==> config.mk <==
export PLATFORM = sky130hd
export DESIGN_NAME = reduce_combine
export DESIGN_NICKNAME = d
export VERILOG_FILES = /design/src/rtl/reduce_combine.sv
export SDC_FILE = /design/constraint.sdc
export NUM_CORES = 1
export LEC_CHECK = 0
export CAP_MARGIN = 0
export CELL_PAD_IN_SITES_DETAIL_PLACEMENT = 0
export CELL_PAD_IN_SITES_GLOBAL_PLACEMENT = 1
export CORE_ASPECT_RATIO = 1.75
export CORE_MARGIN = 1
export CORE_UTILIZATION = 25
export DETAILED_ROUTE_END_ITERATION = 10
export DONT_BUFFER_PORTS = 1
export PLACE_DENSITY = 0.46
export SYNTH_ARGS = -nofsm -noshare
export SYNTH_HDL_FRONTEND = slang
export SYNTH_SLANG_ARGS = --single-unit
==> constraint.sdc <==
create_clock -name clk -period 8.4 [get_ports clk]
set_input_delay 2.1 -clock clk [delete_from_list [all_inputs] [get_ports clk]]
set_output_delay 2.1 -clock clk [all_outputs]
set_load 0.005 [all_outputs]
==> src/rtl/reduce_combine.sv <==
// reduce_combine: combining stage of a reduction tree.
// It takes {children, flit} words from the reduction instruction decoder.
// Contributions that share a {contextId, tag} key are folded into a small table.
// When all expected contributions are in, one combined flit goes to the parent.
// Leaf operations and non-reduction operations pass straight through, with src rewritten.
// Optional feature: define REDUCE_TIMEOUT_EN to flush stale partial entries after TIMEOUT idle cycles.
//
// Flit layout (73 bits):
//   [72]    valid
//   [71:63] dst
//   [62:54] src
//   [53:46] contextId
//   [45:38] tag
//   [37:36] reserved
//   [35:32] op
//   [31:0]  payload
module reduce_combine #(
  parameter int         FlitWidth     = 73,
  parameter int         ChildrenWidth = 3,
  parameter int         TableSize     = 4,
  parameter int         TIMEOUT       = 15,
  parameter logic [2:0] rank_x        = 3'b000,
  parameter logic [2:0] rank_y        = 3'b000,
  parameter logic [2:0] rank_z        = 3'b000
) (
  input  logic                               clk,
  input  logic                               rst,
  input  logic [FlitWidth+ChildrenWidth-1:0] packetIn,
  output logic                               in_ready,
  output logic [FlitWidth-1:0]               packetOut,
  input  logic                               out_ready,
  output logic                               table_full
);

  localparam int IdxW = (TableSize > 1) ? $clog2(TableSize) : 1;
  localparam logic [3:0] OpPartial = 4'b1110;
  localparam logic [ChildrenWidth-1:0] RemOne = ChildrenWidth'(1);

  // Reduction ops are 0000..0101; every other op code is forwarded untouched.
  function automatic logic is_reduce_op(input logic [3:0] op);
    is_reduce_op = (op <= 4'b0101);
  endfunction

  // Fold one payload into an accumulator.
  function automatic logic [31:0] combine(input logic [3:0] op, input logic [31:0] a,
                                          input logic [31:0] b);
    case (op)
      4'b0000: combine = a + b;
      4'b0001: combine = ($signed(a) > $signed(b)) ? a : b;
      4'b0010: combine = ($signed(a) < $signed(b)) ? a : b;
      4'b0011: combine = a & b;
      4'b0100: combine = a | b;
      4'b0101: combine = a ^ b;
      default: combine = a;
    endcase
  endfunction

  // Reduction table state
  logic [TableSize-1:0]     valid_q, valid_d;
  logic [15:0]              key_q [TableSize];
  logic [15:0]              key_d [TableSize];
  logic [3:0]               op_q  [TableSize];
  logic [3:0]               op_d  [TableSize];
  logic [8:0]               dst_q [TableSize];
  logic [8:0]               dst_d [TableSize];
  logic [31:0]              acc_q [TableSize];
  logic [31:0]              acc_d [TableSize];
  logic [ChildrenWidth-1:0] rem_q [TableSize];
  logic [ChildrenWidth-1:0] rem_d [TableSize];
  logic [FlitWidth-1:0]     out_q, out_d;
  logic                     table_full_q;

  // Input field decode
  logic                     in_valid_s;
  logic [ChildrenWidth-1:0] children_s;
  logic [3:0]               op_s;
  logic [15:0]              key_s;
  logic [31:0]              payload_s;
  logic [8:0]               dst_s;
  logic [8:0]               rank_s;

  assign in_valid_s = packetIn[72];
  assign children_s = packetIn[FlitWidth+ChildrenWidth-1:FlitWidth];
  assign op_s       = packetIn[35:32];
  assign key_s      = packetIn[53:38];
  assign payload_s  = packetIn[31:0];
  assign dst_s      = packetIn[71:63];
  assign rank_s     = {rank_x, rank_y, rank_z};

  logic            hit_s, free_s;
  logic [IdxW-1:0] hit_idx_s, free_idx_s;

  // Key lookup and lowest free slot; descending scan so the lowest index wins.
  always_comb begin
    hit_s      = 1'b0;
    hit_idx_s  = {IdxW{1'b0}};
    free_s     = 1'b0;
    free_idx_s = {IdxW{1'b0}};
    for (int i = TableSize - 1; i >= 0; i--) begin
      if (valid_q[i] && (key_q[i] == key_s)) begin
        hit_s     = 1'b1;
        hit_idx_s = IdxW'(i);
      end else if (!valid_q[i]) begin
        free_s     = 1'b1;
        free_idx_s = IdxW'(i);
      end else begin
        // slot holds a different key: nothing to record
      end
    end
  end

  logic        passthru_s, out_slot_ok_s, accept_s;
  logic        do_pass_s, do_hit_s, do_alloc_s, hit_done_s;
  logic [31:0] combined_s;

  // Accept / route decision for the incoming flit.
  always_comb begin
    passthru_s    = !is_reduce_op(op_s) || (children_s == {ChildrenWidth{1'b0}}) ||
                    (hit_s && (op_q[hit_idx_s] != op_s));
    out_slot_ok_s = !out_q[72] || out_ready;
    in_ready      = out_slot_ok_s && (hit_s || passthru_s || free_s);
    accept_s      = in_valid_s && in_ready;
    do_pass_s     = accept_s && passthru_s;
    do_hit_s      = accept_s && !passthru_s && hit_s;
    do_alloc_s    = accept_s && !passthru_s && !hit_s;
    hit_done_s    = do_hit_s && (rem_q[hit_idx_s] == RemOne);
    combined_s    = combine(op_q[hit_idx_s], acc_q[hit_idx_s], payload_s);
  end

`ifdef REDUCE_TIMEOUT_EN
  logic [3:0]      wait_q [TableSize];
  logic [3:0]      wait_d [TableSize];
  logic            flush_any_s, flush_fire_s;
  logic [IdxW-1:0] flush_idx_s;

  // Per-entry idle countdown and lowest-index expired-entry selection.
  always_comb begin
    flush_any_s = 1'b0;
    flush_idx_s = {IdxW{1'b0}};
    for (int i = TableSize - 1; i >= 0; i--) begin
      if ((do_alloc_s && (free_idx_s == IdxW'(i))) || (do_hit_s && (hit_idx_s == IdxW'(i)))) begin
        wait_d[i] = 4'(TIMEOUT);
      end else if (valid_q[i] && (wait_q[i] != 4'd0)) begin
        wait_d[i] = wait_q[i] - 4'd1;
      end else begin
        wait_d[i] = wait_q[i];
      end
      if (valid_q[i] && (wait_q[i] == 4'd0) && !(do_hit_s && (hit_idx_s == IdxW'(i)))) begin
        flush_any_s = 1'b1;
        flush_idx_s = IdxW'(i);
      end else begin
        // entry not expired or being refreshed this cycle
      end
    end
    flush_fire_s = flush_any_s && out_slot_ok_s && !(do_pass_s || hit_done_s);
  end

  // Waitcount registers.
  always_ff @(posedge clk or negedge rst) begin
    if (!rst) begin
      for (int i = 0; i < TableSize; i++) wait_q[i] <= 4'd0;
    end else begin
      for (int i = 0; i < TableSize; i++) wait_q[i] <= wait_d[i];
    end
  end
`else
  logic [3:0] unused_timeout_s;
  assign unused_timeout_s = 4'(TIMEOUT);
`endif

  // Next-state for table entries: allocate, fold, free.
  always_comb begin
    valid_d = valid_q;
    for (int i = 0; i < TableSize; i++) begin
      key_d[i] = key_q[i];
      op_d[i]  = op_q[i];
      dst_d[i] = dst_q[i];
      acc_d[i] = acc_q[i];
      rem_d[i] = rem_q[i];
    end
    if (do_alloc_s) begin
      valid_d[free_idx_s] = 1'b1;
      key_d[free_idx_s]   = key_s;
      op_d[free_idx_s]    = op_s;
      dst_d[free_idx_s]   = dst_s;
      acc_d[free_idx_s]   = payload_s;
      rem_d[free_idx_s]   = children_s;
    end else if (do_hit_s) begin
      acc_d[hit_idx_s] = combined_s;
      rem_d[hit_idx_s] = rem_q[hit_idx_s] - RemOne;
      if (hit_done_s) begin
        valid_d[hit_idx_s] = 1'b0;
      end else begin
        valid_d[hit_idx_s] = 1'b1;
      end
    end else begin
      // pass-through or idle: table untouched by the input
    end
`ifdef REDUCE_TIMEOUT_EN
    if (flush_fire_s) begin
      valid_d[flush_idx_s] = 1'b0;
    end else begin
      // no partial flush this cycle
    end
`endif
  end

  // Output register next value; input emission outranks a timeout flush.
  always_comb begin
    if (do_pass_s) begin
      out_d = {1'b1, packetIn[71:63], rank_s, packetIn[53:0]};
    end else if (hit_done_s) begin
      out_d = {1'b1, dst_q[hit_idx_s], rank_s, key_q[hit_idx_s], 2'b00,
               op_q[hit_idx_s], combined_s};
`ifdef REDUCE_TIMEOUT_EN
    end else if (flush_fire_s) begin
      out_d = {1'b1, dst_q[flush_idx_s], rank_s, key_q[flush_idx_s], 2'b00,
               OpPartial, acc_q[flush_idx_s]};
`endif
    end else if (out_q[72] && out_ready) begin
      out_d = {FlitWidth{1'b0}};
    end else begin
      out_d = out_q;
    end
  end

  // Table, output and table_full registers.
  always_ff @(posedge clk or negedge rst) begin
    if (!rst) begin
      valid_q      <= {TableSize{1'b0}};
      out_q        <= {FlitWidth{1'b0}};
      table_full_q <= 1'b0;
      for (int i = 0; i < TableSize; i++) begin
        key_q[i] <= 16'd0;
        op_q[i]  <= 4'd0;
        dst_q[i] <= 9'd0;
        acc_q[i] <= 32'd0;
        rem_q[i] <= {ChildrenWidth{1'b0}};
      end
    end else begin
      valid_q      <= valid_d;
      out_q        <= out_d;
      table_full_q <= &valid_q;
      for (int i = 0; i < TableSize; i++) begin
        key_q[i] <= key_d[i];
        op_q[i]  <= op_d[i];
        dst_q[i] <= dst_d[i];
        acc_q[i] <= acc_d[i];
        rem_q[i] <= rem_d[i];
      end
    end
  end

  assign packetOut  = out_q;
  assign table_full = table_full_q;

endmodule

# Word-level counts from Yosys, hierarchy flattened
# Index checks and enable logic that the tools add are counted.
[word_totals] wordCells=164 reg_bits=334 output_inout_bits=75 inputBits=79
[op_classes] n_addsub=2 bitwise_logic=9 order_cmp=11 n_reduce_logical=31 eq_ne=11 n_mux=77
[ops] cell="bitwise mux 128 bit" count=2
[ops] cell="two-way mux 128 bit" count=2
[ops] cell="two-way mux 73 bit" count=3
[ops] cell="two-way mux 32 bit" count=6
[ops] cell="one-hot mux 32 bit (6 select lines)" count=1
[ops] cell="demux 32 bit (select 2 bit)" count=2
[ops] cell="binary-select mux 32 bit (select 2 bit)" count=1
[ops] cell="bitwise mux 64 bit" count=1
[ops] cell="equality test 16 bit" count=4
[ops] cell="two-way mux 16 bit" count=3
[ops] cell="bitwise mux 36 bit" count=1
[ops] cell="adder 32 bit" count=1
[ops] cell="AND 32 bit" count=1
[ops] cell="binary-select mux 16 bit (select 2 bit)" count=1
[ops] cell="demux 16 bit (select 2 bit)" count=1
[ops] cell="> comparator 32 bit" count=1
[ops] cell="< comparator 32 bit" count=1
[ops] cell="bitwise OR 32 bit" count=1
[ops] cell="bitwise XOR 32 bit" count=1
[ops] cell="two-way mux 9 bit" count=3
[ops] cell="bitwise mux 12 bit" count=2
[ops] cell="two-way mux 12 bit" count=2
[ops] cell="two-way mux 2 bit" count=12
[ops] cell="two-way mux 4 bit" count=6
[ops] cell="other kinds (33)" count=82

# Longest topological paths before layout
# Gate-level depths: netlist (run 1).
[logic_depth] depth_word=23 depth_mapped=28

# Least setup slack after synthesis (run 1)
# OpenSTA, ideal clock, no wires.
[synth_path] path_kind="input-to-reg" start="input packetIn[43]" end="register acc_q[117] in the netlist's numbering" t_arrival_ps=7972 cell_stages=25 slack_ps=301 path_buffers=5 cell_sequence="buf_2 xor2_1 nor4_1 and3_1 clkbuf_1 a22oi_1 a21boi_1 clkbuf_1 clkbuf_1 nor2_1 or3_1 inv_1 ha_1 clkbuf_1 a21o_1 a21o_1 a21oi_1 nand3_1 a211o_1 nor2_1 or3_1 a21oi_2 a2111oi_0 a2bb2oi_1 o21ai_0"
[synth_between] elab_chain_cells=20 word_cells_on_any_way=80 classes_between="add/sub (1); order compare (6); eq/ne (10); mux (39); bitwise (5); reduce/logical (19)"
[synth_lines] item="start, declared" line_no="28" text="input logic [FlitWidth+ChildrenWidth-1:0] packetIn,"
[synth_lines] item="branches (longest 20 deep; another with < comparator 32 bit)"
[synth_lines] item="end signal, assigned by index" line_no="248" text="acc_q[i] <= acc_d[i];"
[synth_lines] item="end, declared" line_no="66" text="logic [31:0] acc_q [TableSize];"
# Parallel ways; which one is timed is not known. The select of a mux whose other input is x is not followed.
# A chain may end at the register's enable or synchronous reset.

# Final worst setup path (run 1)
[layout_path] start="input packetIn[41]" end="register out_q[15], in the netlist packetOut[15]"
[layout_between] elab_chain_cells=22 word_cells_on_any_way=64 classes_between="add/sub (1); order compare (2); eq/ne (11); mux (29); bitwise (4); reduce/logical (17)"
[layout_lines] item="branches (longest 22 deep; another with < comparator 32 bit)"
[layout_lines] item="end signal, assigned" line_no="231" text="out_q <= {FlitWidth{1'b0}};"
[layout_lines] item="end signal, assigned" line_no="242" text="out_q <= out_d;"
[layout_lines] item="end, declared" line_no="70" text="logic [FlitWidth-1:0] out_q, out_d;"
# Parallel ways; which one is timed is not known. The select of a mux whose other input is x is not followed.

==> flow_summary.toml, run 1 <==
[synth]
synth_edf_count = 0
synth_cell_type_count = 84
netlist_area_um2 = 20300
ys.flop_type = "dfrtp_1"
synth_top_family_by_area = "compound AO/OA/AOI/OAI gates"
synthArstFlopShare = 1.00
synth-seq-area-share = 0.400
yosys.area_share.simple = 0.143
synthAdderAreaFrac = 0.0613
syn_inst = 2272
ys_warn_count = 0
avgSynthCellArea_um2 = 8.95
ys_seq_elements = 325
synth_xor_area_frac = 0.0366
synth.mux.area_fraction = 0.0530
synth_compound_area_frac = 0.251

[final_layout]
area_delta_synth_final_pct = 18.5
final_nets = 2546
num_antenna_cells = 0
layout-drive-gt1-share = 0.174

[sta]
relSlewSlack = 0.221
rsz0062_at_grt = "no"
period_minus_slack_ns = 7.92
timing.final.ws_setup_ns = 0.484
worst_pin_slew_ns = 1.16
skew_ns = 0.0476
fin_crit_sh = 0.942
finalMaxSlewViolations = 0
hold_violations = 0
setup_viol = 0
fmax_mhz = 126

[worst_setup_path]
rrSetupSlack_ns = 1.56
endpoint_kind = "register"
worst_r2r_endpoint = "packetOut[15]"
startpoint_type = "input pin"
critPathKind = "input pin to register"
reg2regPathDepth = 28
r2r_start = "key_q[3]"
cp_max_fo = 12
required_ns = 8.86
arrival_ns = 8.37

[drt]
dr_total_vias = 18700
wl_um = 95200
dr.pass1.iters = 9
post_drt_wl_per_cell_um = 27.6
ant_nets = 0
drc = 1
vias_per_cell = 5.44
drt_iter0_drc = 1158

[hold_path]
hold_path.startpoint = "acc_q[70]"
whs_path_depth = 2
min_to = "acc_q[70]"
hold_class = "register to register"

[place]
preCtsSetupSlack_ns = -0.141
gp_congestion = 0.904
hpwl_um = 67800
portBuffers = 0

[clocking]
path_clk_slew_ns = 0.06
post_cts_resized = 0
numCtsBuffers = 39
cts_setup_buffers = 0
root_buffer = "clkbuf_16"
ctsHoldBuffers = 0
cts_tree = "done"
clk_latency_ns = 0.58
htreeDepth = 2
clock-sinks = 325
cts_buffer_depth = 3

[floorplanning]
initial_utilization = 0.252
rows = 138
dieHeight_um = 379
fp.coreArea_um2 = 80600
die_w_um = 218
ioPinCount = 154
dieArea_um2 = 82500

[global_routing]
grt_pass1_vias = 19300
gr-total-overflow = 0
grt_max_degree = 326
grt_usage = 0.229
antenna_found_initial = 0
grt_pass1_wl_um = 137000

[pwr]
ir_drop_v = 0.000140
clkPwrFrac = 0.234
share_seq_of_total_power = 0.334
finalPower_w = 0.00785
p_int_w = 0.00479
p_sw_frac = 0.390
p_per_area_nw_per_um2 = 326
switchingPower_w = 0.00307
p_leak_nw = 10.5
combPwrFrac = 0.432

[run]
drv_cap = 0

[status]
violations = "DRC"
outcome = "finished, violations left"
[worst max-delay path by stage]
stage / cells after the start / end / start / slack, ns
floorplan: 25 / acc_q[117] / packetIn[43] / 0.30
global placement: 26 / acc_q[123] / packetIn[52] / -0.23
detailed placement: 26 / acc_q[123] / packetIn[52] / -0.14
CTS: 28 / packetOut[15] / packetIn[41] / 0.45
global route: 28 / packetOut[15] / packetIn[41] / 0.11
finish: 28 / packetOut[15] / packetIn[41] / 0.48
[power by group through the flow]
stage                     registers, W  logic [W]  clock network (W)
after floorplan                0.00251    0.00207                  0
after global placement         0.00263    0.00336                  0
after detailed placement       0.00265    0.00339                  0
after CTS                      0.00263    0.00341            0.00191
after global routing           0.00271    0.00372            0.00195
final                          0.00262    0.00339            0.00184
[worst max-delay path, cell delays in order]
cell and delay [ns]:
xor2_1 0.16, nor4_1 0.44, buf_4 0.20, and3_1 0.20, o211ai_1 0.13, buf_4 0.25
nand3b_1 0.24, buf_4 0.21, o21ai_0 0.52, inv_1 0.18, ha_1 0.42, nand4_1 0.19
nor4_1 0.32, buf_4 0.19, nand2_1 0.06, a21oi_1 0.18, buf_4 0.15, nor3_1 0.05
o32a_1 0.24, nand3_1 0.13, a21o_1 0.15, buf_4 0.24, a21oi_1 0.10, a2111oi_1 0.60
buf_4 0.25, o21ai_0 0.10, buf_4 0.18, a22o_1 0.18
[cell usage after synthesis (all sizes together) (12+ instances only)]
cell / n / area [um^2]
dfrtp: 325 / 8130
mux2i: 12 / 120
nor4: 19 / 131
buf: 62 / 348
a21o: 14 / 105
o21a: 23 / 173
a22oi: 98 / 736
xor2: 26 / 228
nor3: 32 / 165
o211ai: 22 / 165
a222oi: 28 / 280
ha: 98 / 1230
a22o: 13 / 114
nand2: 258 / 968
o221ai: 17 / 149
a211oi: 30 / 225
mux2: 85 / 957
o21ai: 153 / 769
clkbuf: 109 / 409
or3: 24 / 150
nor2b: 12 / 75.1
nand4: 23 / 144
a2111oi: 12 / 109
inv: 98 / 368
nor2: 186 / 698
nand3: 44 / 233
a221oi: 14 / 154
o22ai: 67 / 419
a21oi: 158 / 806
a2bb2oi: 19 / 184
xnor2: 59 / 517
[state kept, by name (all words and copies together), names as in the netlist, named ones only]
register    flops
acc_q         128
key_q          64
packetOut      64
dst_q          36
op_q           16
rem_q          12
table_full      1
[logic make-up (layout without fill, tap and decap cells)]
logic type | after synthesis | count (layout)
other cells | 1 | 9
mux | 97 | 97
simple gates | 646 | 646
xor+xnor | 85 | 85
fa+ha+maj | 99 | 99
compound gates | 750 | 750
buf+inv | 269 | 385
flops | 325 | 325
[cell type report]
class | instances | area [um^2]
Clock buffer | 52 | 1110
Tap cell | 1050 | 1310
Inverter | 98 | 368
Clock inverter | 17 | 230
Sequential cell | 325 | 8130
Timing Repair Buffer | 218 | 1740
Multi-Input combinational cell | 1686 | 11200
Fill cell | 8473 | 56500
[cell usage in the layout, fill, tap and decap left out, types with 23 or more instances in the layout]
cell type / synthesis / routed
a211oi_1: 30 / 29
a21oi_1: 154 / 152
a222oi_1: 28 / 28
a22oi_1: 98 / 98
buf_4: 13 / 210
clkbuf_16: 0 / 39
dfrtp_1: 325 / 325
ha_1: 98 / 98
inv_1: 98 / 98
mux2_2: 85 / 85
nand2_1: 258 / 258
nand3_1: 43 / 43
nand4_1: 23 / 23
nor2_1: 186 / 180
nor3_1: 31 / 30
o21a_1: 23 / 23
o21ai_0: 117 / 117
o21ai_1: 35 / 34
o22ai_1: 67 / 67
xnor2_1: 59 / 59
xor2_1: 26 / 26
[routing by layer]
layer / GRT usage / wire length (um) / vias to the layer above
li1: - / - / 8487
met1: 0.249 / 35300 / 9457
met2: 0.428 / 50200 / 600
met3: 0.0354 / 5010 / 195
met4: 0.110 / 4690 / 0
met5: 0 / 0 / -
[through the flow]
step	area, um^2	setup TNS, ns	hold slack [ns]	util	instances
after detailed placement	22800	-0.961	0.456	0.282	3377
final	24100	0	0.468	0.299	3446
after CTS	24100	0	0.471	0.299	3446
after global placement	22800	-1.97	0.454	0.282	3377
after floorplan	20400	0	0.439	-	2280
after global routing	24100	0	0.486	0.299	3446
Note: power is estimated with default switching activity, not from simulation.
==> inputs of run 2 (changes only) <==
Settings changed: CORE_UTILIZATION 25 to 50, CTS_CLUSTER_SIZE set to 8, PLACE_DENSITY 0.46 to 0.81.
==> run 2 against run 1 <==
The run now ends clean; worst hold slack better by 0.0082 ns; final cell count decreased by 17%; final area shrank 4.5%; utilization is 28 points higher; non-clock buffer count is 25 lower; combinational power fell by 4%; critical path type unchanged; highest routed layer unchanged.
==> flow_summary.toml, run 2 (synthesized netlist as in run 1, its figures left out) <==
[drt]
ant_nets = 0
dr_total_vias = 19000
dr.pass1.iters = 6
drc = 0
post_drt_wl_per_cell_um = 27.0
vias_per_cell = 6.67
drt_iter0_drc = 1423
wl_um = 76800

[final_layout]
largest_register_ffs = 128
fill_cells = 3656
final_common_cell = "dfrtp_1"
num_antenna_cells = 0
top_register = "acc_q"
final_nets = 2528
final_cells = 2847
seq_area_um2 = 8130
mostFrequentLayoutCells = "325 x dfrtp_1, 258 x nand2_1, 191 x buf_4, 180 x nor2_1, 153 x a21oi_1"
multi_input_area_um2 = 11200
area_delta_synth_final_pct = 13.2
layout-drive-gt1-share = 0.158

[sta]
hold_violations = 0
setup_viol = 0
relSlewSlack = 0.263
timing.final.ws_setup_ns = 0.631
finalMaxSlewViolations = 0
fin_tns_setup_ns = 0
period_minus_slack_ns = 7.77
fin_crit_sh = 0.925
hold_ws_ns = 0.476
worst_pin_slew_ns = 1.10
fmax_mhz = 129
rsz0062_at_grt = "no"
skew_ns = 0.0231

[worst_setup_path]
startpoint_type = "input pin"
critPathKind = "input pin to register"
r2r_start = "key_q[7]"
endpoint_kind = "register"
rrSetupSlack_ns = 1.74
arrival_ns = 8.20
crit_start = "packetIn[45]"
required_ns = 8.83
cp-endpoint = "packetOut[16]"
worst_r2r_endpoint = "packetOut[16]"
reg2regPathDepth = 25
cp_max_fo = 10

[clocking]
clock-sinks = 325
post_cts_resized = 0
numCtsBuffers = 46
root_buffer = "clkbuf_16"
ctsHoldBuffers = 0
clk_latency_ns = 0.56
cts_tree = "done"
path_clk_slew_ns = 0.05
htreeDepth = 2
cts_buffer_depth = 3
cts_setup_buffers = 0

[floorplanning]
dieArea_um2 = 41500
die_w_um = 154
ioPinCount = 154
initial_utilization = 0.508
dieHeight_um = 269
fp.coreArea_um2 = 40100
rows = 97

[place]
hpwl_um = 54100
dp_cells = 2797
gp_congestion = 0.985
preCtsSetupSlack_ns = 0.188
portBuffers = 0

[global_routing]
gr-total-overflow = 0
grt_pass1_wl_um = 116000
grt_max_degree = 326
antenna_found_initial = 0
grt_pass1_vias = 19200
grt_usage = 0.372

[pwr]
finalPower_w = 0.00754
ir_drop_v = 0.000189
p_per_area_nw_per_um2 = 328
p_leak_nw = 10.3

[hold_path]
hold_class = "register to register"

[run]
drv_cap = 0

[status]
outcome = "finished clean"
==> run 2: critical path, stage by stage <==
cell and delay, ns:
xor2_1 0.18, nor4_1 0.53, and3_1 0.35, o211ai_1 0.19, nand3b_1 0.40, buf_4 0.28
o21ai_0 0.50, inv_1 0.18, ha_1 0.37, nand4_1 0.17, nor4_1 0.07, buf_4 0.16
nand2_1 0.10, a21oi_1 0.05, buf_4 0.16, nor3_1 0.46, o32a_1 0.32, or3_1 0.14
a21oi_2 0.06, buf_4 0.20, a22o_1 0.24, o32ai_1 0.42, o21ai_0 0.18, buf_4 0.18
a22o_1 0.18
==> run 2: per-layer routing <==
metal	track usage	share of wire
met5	0	0
met4	0.281	0.081
met3	0.0558	0.072
met2	0.640	0.49
met1	0.416	0.36
==> run 2: worst min-delay path by stage <==
| stage | depth (start not counted) | endpoint | start |
|---|---|---|---|
| 2_1_floorplan | 2 | acc_q[70] | acc_q[70] |
| 3_3_place_gp | 2 | acc_q[40] | acc_q[40] |
| 3_5_place_dp | 2 | acc_q[40] | acc_q[40] |
| 4_1_cts | 2 | acc_q[40] | acc_q[40] |
| 5_1_grt | 2 | dst_q[5] | dst_q[5] |
| 6_report | 2 | acc_q[40] | acc_q[40] |
==> run 2: metrics by stage <==
stage          utilization  instance area, um^2
2_1_floorplan            -                20400
3_3_place_gp         0.545                21800
3_5_place_dp         0.545                21800
4_1_cts              0.575                23000
5_1_grt              0.575                23000
6_report             0.575                23000
==> run 2: layout make-up <==
| class | instances | share of cell area |
|---|---|---|
| inverter | 98 | 0.0160 |
| tap | 495 | 0.0269 |
| multi-input combinational | 1686 | 0.487 |
| clock inverter | 2 | 0.00158 |
| timing repair buffer | 193 | 0.0640 |
| sequential | 325 | 0.353 |
| clock buffer | 48 | 0.0508 |
==> run 2: report_power, final <==
group          internal (W)  switching [W]  leakage, nW
clock              0.000973       0.000680        0.592
sequential          0.00219       0.000424         4.05
combinational       0.00146        0.00181         5.65
total               0.00463        0.00291         10.3
==> variant 1 (settings of run 2) <==
The parameter `ChildrenWidth` goes from 3 to 5.
--- a/src/rtl/reduce_combine.sv
+++ b/src/rtl/reduce_combine.sv
@@ -16,7 +16,7 @@
 //   [31:0]  payload
 module reduce_combine #(
   parameter int         FlitWidth     = 73,
-  parameter int         ChildrenWidth = 3,
+  parameter int         ChildrenWidth = 5,
   parameter int         TableSize     = 4,
   parameter int         TIMEOUT       = 15,
   parameter logic [2:0] rank_x        = 3'b000,
Ports: changed (resized packetIn); port bits go from 154 to 156. No check against the original RTL was run, so the function may have changed too.
==> variant 1 against run 2 <==
Design area increased by 1.4%. Sequential cell count increased by 8. Cell count increased by 4.8%. Wire length increased by 3.0%. Critical path type unchanged. Die area increased by 3.2%. Via count increased by 3.2%. Combinational power increased by 15%. Largest power group unchanged. Total power increased by 4.7%. Synthesized area increased by 3.3%. Worst setup slack got worse by 370 ps.
==> variant 1: results (changes against run 2) <==
* Largest net degree at the start of global routing at 334 (+2.5%)
* CP top delay family: compound AO/OA/AOI/OAI gates
* Avg Cell Area, Syn at 8.77 um^2 (-2.0%)
* Post-DP HPWL at 54400 um (+0.56%)
* VDD IR-drop max at 0.186 mV (-1.7%)
* Clock buffer count from CTS at 47 (+2.2%)
* WP data arrival at 8540 ps (+340 ps)
* Primary FF master, synth: dfrtp_1
* Post-CTS sizing at 0 (unchanged)
* First-pass iteration count of the detailed router at 5 (-1)
* Synth area leaders: dfrtp_1 (40%), nand2_1 (6.8%), ha_1 (5.8%)
* Via count at 19600 (+3.2%)
* CP max-delay cell: or4_4
* Xor/xnor share of the synthesized area at 3.41% (-0.25 points)
* H-tree Lvls at 2 (unchanged)
* Cell variety after synth at 105 (+25%)
* Commonest cells post-synth: nand2_1 (378), dfrtp_1 (333), a21oi_1 (159)
* R2R Setup Slk at 1420 ps (-320 ps)
* Final nets at 2609 (+3.2%)
* Status: completed
* Drt first-iter violations at 1655 (+16%)
* I/O Buffers at 0 (unchanged)
* Fill cells at 3748 (+2.5%)
* Max incr delay on CP at 680 ps (+150 ps)
* Synth Area in Compound Gates at 26.0% (+0.87 points)
* Share of post-route cells with drive strength above 1 at 14.0% (-1.8 points)
* Clock slew at reported path FFs at 50 ps (about the same)
* Routed len/inst at 26.5 um (-1.7%)
* Vias per cell at 6.56 (-1.6%)
* Gr usage total at 37.5% (+0.33 points)
* Synth Area in Adders at 5.93% (-0.19 points)
* Global-route wire length before repair at 120000 um (+3.5%)
* Skew final at 26.3 ps (+3.18 ps)
* Seq/Total Area, Yosys at 39.7% (-0.31 points)
* Crit Path Max Fanout at 32 (+22)
* Critical Path Source: packetIn[41]
* Rel. slew slack at 10.3% (-16 points)
* Leak at 10.5 nW (+1.6%)
* Initial antenna violation count at 0 (unchanged)
* FF-to-FF Start: key_q[51]$_DFFE_PN0P_
* Cell count after placement at 2935 (+4.9%)
* R2R depth at 26 (+4.0%)
* Diode count at 0 (unchanged)
* Number of flip-flops in the largest register at 128 (unchanged)
* CP Capture Point: acc_q[95]$_DFFE_PN0P_
* Post-synthesis mux area share at 2.62% (-2.7 points)
* Global placer's final weighted congestion at 0.917 (-6.9%)
-- variant 1: cell count changes after synthesis, moves of 13 or more --
cell	change
o21ai_0	-21
nand3_1	-14
nor3_1	+28
a21boi_0	+18
nand2_1	+120
o22ai_1	+35
clkbuf_1	-26
buf_2	+13
nor2_1	-43
o21ai_1	+27
mux2_2	-37
o211ai_1	+16
o21a_1	-14
a22oi_1	-26
-- variant 1: metal layers --
| metal | wire length [um] | GRT usage, % | vias up |
|---|---|---|---|
| li1 | - | - | 8688 |
| met1 | 27500 | 40.8 | 9542 |
| met2 | 39100 | 64.2 | 1005 |
| met3 | 5400 | 4.88 | 346 |
| met4 | 7160 | 31.5 | 0 |
| met5 | 0 | 0 | - |
-- variant 1: report_power, final --
group | internal (mW) | total, mW | switching [mW]
clock network | 0.975 | 1.65 | 0.672
logic | 1.51 | 3.75 | 2.25
registers | 2.13 | 2.50 | 0.370
total | 4.61 | 7.90 | 3.29
-- variant 1: through the flow --
step	cell area, um^2	total power, mW	TNS [ps]	hold WS [ps]	setup slack (ps)
floorplan	21000	4.78	0	441	784
global placement	22200	6.08	-72.9	456	-27.7
detailed placement	22200	6.17	-13.2	463	-6.93
CTS	23300	7.83	0	475	499
global route	23300	8.33	0	486	24.3
finish	23300	7.90	0	471	265
-- variant 1: how the worst min path moves through the flow --
stage,startpoint,end,slack (ps),cells past startpoint
2_1_floorplan,op_q[2]$_DFFE_PN0P_,op_q[2]$_DFFE_PN0P_,440,2
3_3_place_gp,dst_q[20]$_DFFE_PN0P_,dst_q[20]$_DFFE_PN0P_,460,2
3_5_place_dp,dst_q[10]$_DFFE_PN0P_,dst_q[10]$_DFFE_PN0P_,460,2
4_1_cts,dst_q[10]$_DFFE_PN0P_,dst_q[10]$_DFFE_PN0P_,470,2
5_1_grt,dst_q[4]$_DFFE_PN0P_,dst_q[4]$_DFFE_PN0P_,490,2
6_report,dst_q[10]$_DFFE_PN0P_,dst_q[10]$_DFFE_PN0P_,470,2
-- variant 1: logic make-up after synthesis --
family	count (synthesis)
compound gates	799
flops	333
xor+xnor	80
fa+ha+maj	99
buf+inv	286
mux	49
other cells	1
simple gates	747
-- variant 1: final cells by class --
type	instances	area (um^2)	share of cell area [%]
inverters	109	409	1.75
clock inverters	2	13.8	0.0590
repair buffers	155	1230	5.25
multi-input cells	1783	11500	49.2
well taps	555	694	2.97
clock buffers	47	1180	5.04
flip-flops and latches	333	8330	35.7
==> variant 2 (settings of run 2) <==
Made on the original files. Add a define of `REDUCE_TIMEOUT_EN`.
--- a/src/rtl/reduce_combine.sv
+++ b/src/rtl/reduce_combine.sv
@@ -14,6 +14,8 @@
 //   [37:36] reserved
 //   [35:32] op
 //   [31:0]  payload
+`define REDUCE_TIMEOUT_EN
+
 module reduce_combine #(
   parameter int         FlitWidth     = 73,
   parameter int         ChildrenWidth = 3,
Check against the original RTL: not settled (the Yosys comparison gave no result); the edit may change what the design does.
==> variant 2 against run 2 <==
Combinational power increased by 74%. Design area rose by 13%. Sequential share of layout area shrank 2.4 points. Wire length is 23% higher. Worst setup slack improved by 33 ps. Clock power grew 4%. Count of clock-buffer cells in the layout is 1 higher. Sequential cell count increased by 16. Total power increased by 41%. Cell count is 20% higher. Synthesized area increased by 14%. Via count rose by 23%. Critical path type unchanged. Largest cell class unchanged. Highest routed layer is now met5.
==> variant 2: results (changes against run 2) <==
* Leak at 11.5 nW (+12%)
* CTS max path bufs at 3 (unchanged)
* First-pass iteration count of the detailed router at 6 (unchanged)
* Seq/Total Area, Yosys at 36.7% (-3.3 points)
* Pre-CTS setup slack at 207 ps (+18.6 ps)
* Cell variety after synth at 90 (+7.1%)
* Global-route wire length before repair at 142000 um (+23%)
* Cell count after placement at 3370 (+20%)
* Xor/xnor share of the synthesized area at 3.39% (-0.27 points)
* Drt first-iter violations at 2417 (+70%)
* R2r endpoint: acc_q[120]$_DFFE_PN0P_
* Worst-margin pin slew at 1330 ps (+237 ps)
* Final nets at 3019 (+19%)
* Min-delay src: op_q[11]$_DFFE_PN0P_
* Initial antenna violation count at 2 (+2)
* Hold path cells at 1 (-1)
* Synth area leaders: dfrtp_1 (37%), nand2_1 (7.3%), ha_1 (5.5%)
* Gr usage total at 39.9% (+2.7 points)
* Share of post-route cells with drive strength above 1 at 12.0% (-3.8 points)
* WP data arrival at 8180 ps (-20 ps)
* Skew final at 26.0 ps (+2.89 ps)
* Hold path endpoint: op_q[11]$_DFFE_PN0P_
* Routed len/inst at 27.5 um (+2.0%)
* Setup Fix Bufs, Post-CTS at 0 (unchanged)
* Primary FF master, synth: dfrtp_1
* Vias per cell at 6.84 (+2.7%)
* Cells after Synth at 2807 (+24%)
* Worst-skew pair later-pin latency at 570 ps
* Sw power at 4.83 mW (+66%)
* VDD IR-drop max at 0.315 mV (+66%)
* H-tree Lvls at 2 (unchanged)
* Post-DP HPWL at 63900 um (+18%)
* Clock buffer count from CTS at 48 (+4.3%)
* Crit Path Max Fanout at 30 (+20)
* Area after DPL at 24700 um^2 (+13%)
* Global placer's final weighted congestion at 0.974 (-1.1%)
* Fill cells at 4210 (+15%)
* Post-synthesis mux area share at 1.66% (-3.6 points)
* Commonest cells post-synth: nand2_1 (451), dfrtp_1 (341), o21ai_0 (228)
* Max incr delay on CP at 610 ps (+80 ps)
* R2R depth at 25 (unchanged)
* Synth Area in Adders at 5.57% (-0.56 points)
* Via count at 23400 (+23%)
* Synth Area in Compound Gates at 28.9% (+3.8 points)
* Largest net degree at the start of global routing at 342 (+4.9%)
* Vias in the first global route at 23600 (+23%)
* CP max-delay cell: or4_1
* R2R Setup Slk at 1760 ps (+20 ps)
* Status: completed
* FF-to-FF Start: key_q[56]$_DFFE_PN0P_
## variant 2: metrics by stage
stage | hold WS [ps] | utilization (%)
floorplan | 445 | -
global placement | 461 | 53.8
detailed placement | 470 | 53.8
CTS | 485 | 56.4
global route | 498 | 56.4
finish | 481 | 56.4
## variant 2: worst max path at each step
| stage | from | endpoint | slack [ps] | cells after the start |
|---|---|---|---|---|
| after global routing | packetIn[46] | acc_q[125]$_DFFE_PN0P_ | 300 | 25 |
| after detailed placement | packetIn[46] | acc_q[120]$_DFFE_PN0P_ | 210 | 25 |
| after CTS | packetIn[46] | acc_q[120]$_DFFE_PN0P_ | 770 | 25 |
| after global placement | packetIn[39] | packetOut[24]$_DFFE_PN0P_ | 270 | 25 |
| final | packetIn[46] | acc_q[120]$_DFFE_PN0P_ | 660 | 25 |
| after floorplan | packetIn[51] | acc_q[125]$_DFFE_PN0P_ | 540 | 26 |
## variant 2: cells by family after synthesis
family / after synthesis
AOI/OAI and AO/OA: 989
xor gates and xnor gates: 90
adders and majority gates: 103
buffers and inverters: 349
DFF: 341
muxes: 35
other: 1
and+or+nand+nor: 899
## variant 2: area by class of cell
class | count | area [um^2] | share of cell area (%)
Clock buffer | 49 | 1230 | 4.73
Timing Repair Buffer | 190 | 1530 | 5.89
Inverter | 131 | 492 | 1.90
Sequential cell | 341 | 8530 | 32.9
Clock inverter | 1 | 5.00 | 0.0193
Multi-Input combinational cell | 2125 | 13400 | 51.7
Tap cell | 583 | 729 | 2.81
## variant 2: power by group through the flow
stage | combinational (mW) | clock (mW) | sequential (mW)
final | 5.69 | 1.71 | 3.19
after CTS | 5.59 | 1.73 | 3.17
after global routing | 6.18 | 1.78 | 3.29
after detailed placement | 5.56 | 0 | 3.18
after floorplan | 3.65 | 0 | 2.95
after global placement | 5.44 | 0 | 3.14
## variant 2: metal layers
metal | part of all wire (%) | up-vias | GRT usage [%] | wire, um
met1 | 35 | 11300 | 44.7 | 32500
met2 | 48 | 1411 | 65.4 | 45000
li1 | - | 10300 | - | -
met3 | 9.1 | 463 | 8.17 | 8580
met5 | 0.012 | - | 0 | 11
met4 | 8.5 | 2 | 30.9 | 8030
## variant 2: critical path: cells and delay by family
family / cells / cell delay (ps)
simple gates: 7 / 2230
compound gates: 10 / 2120
buf+inv: 4 / 760
xor+xnor: 2 / 320
fa+ha+maj: 1 / 310
mux: 1 / 310
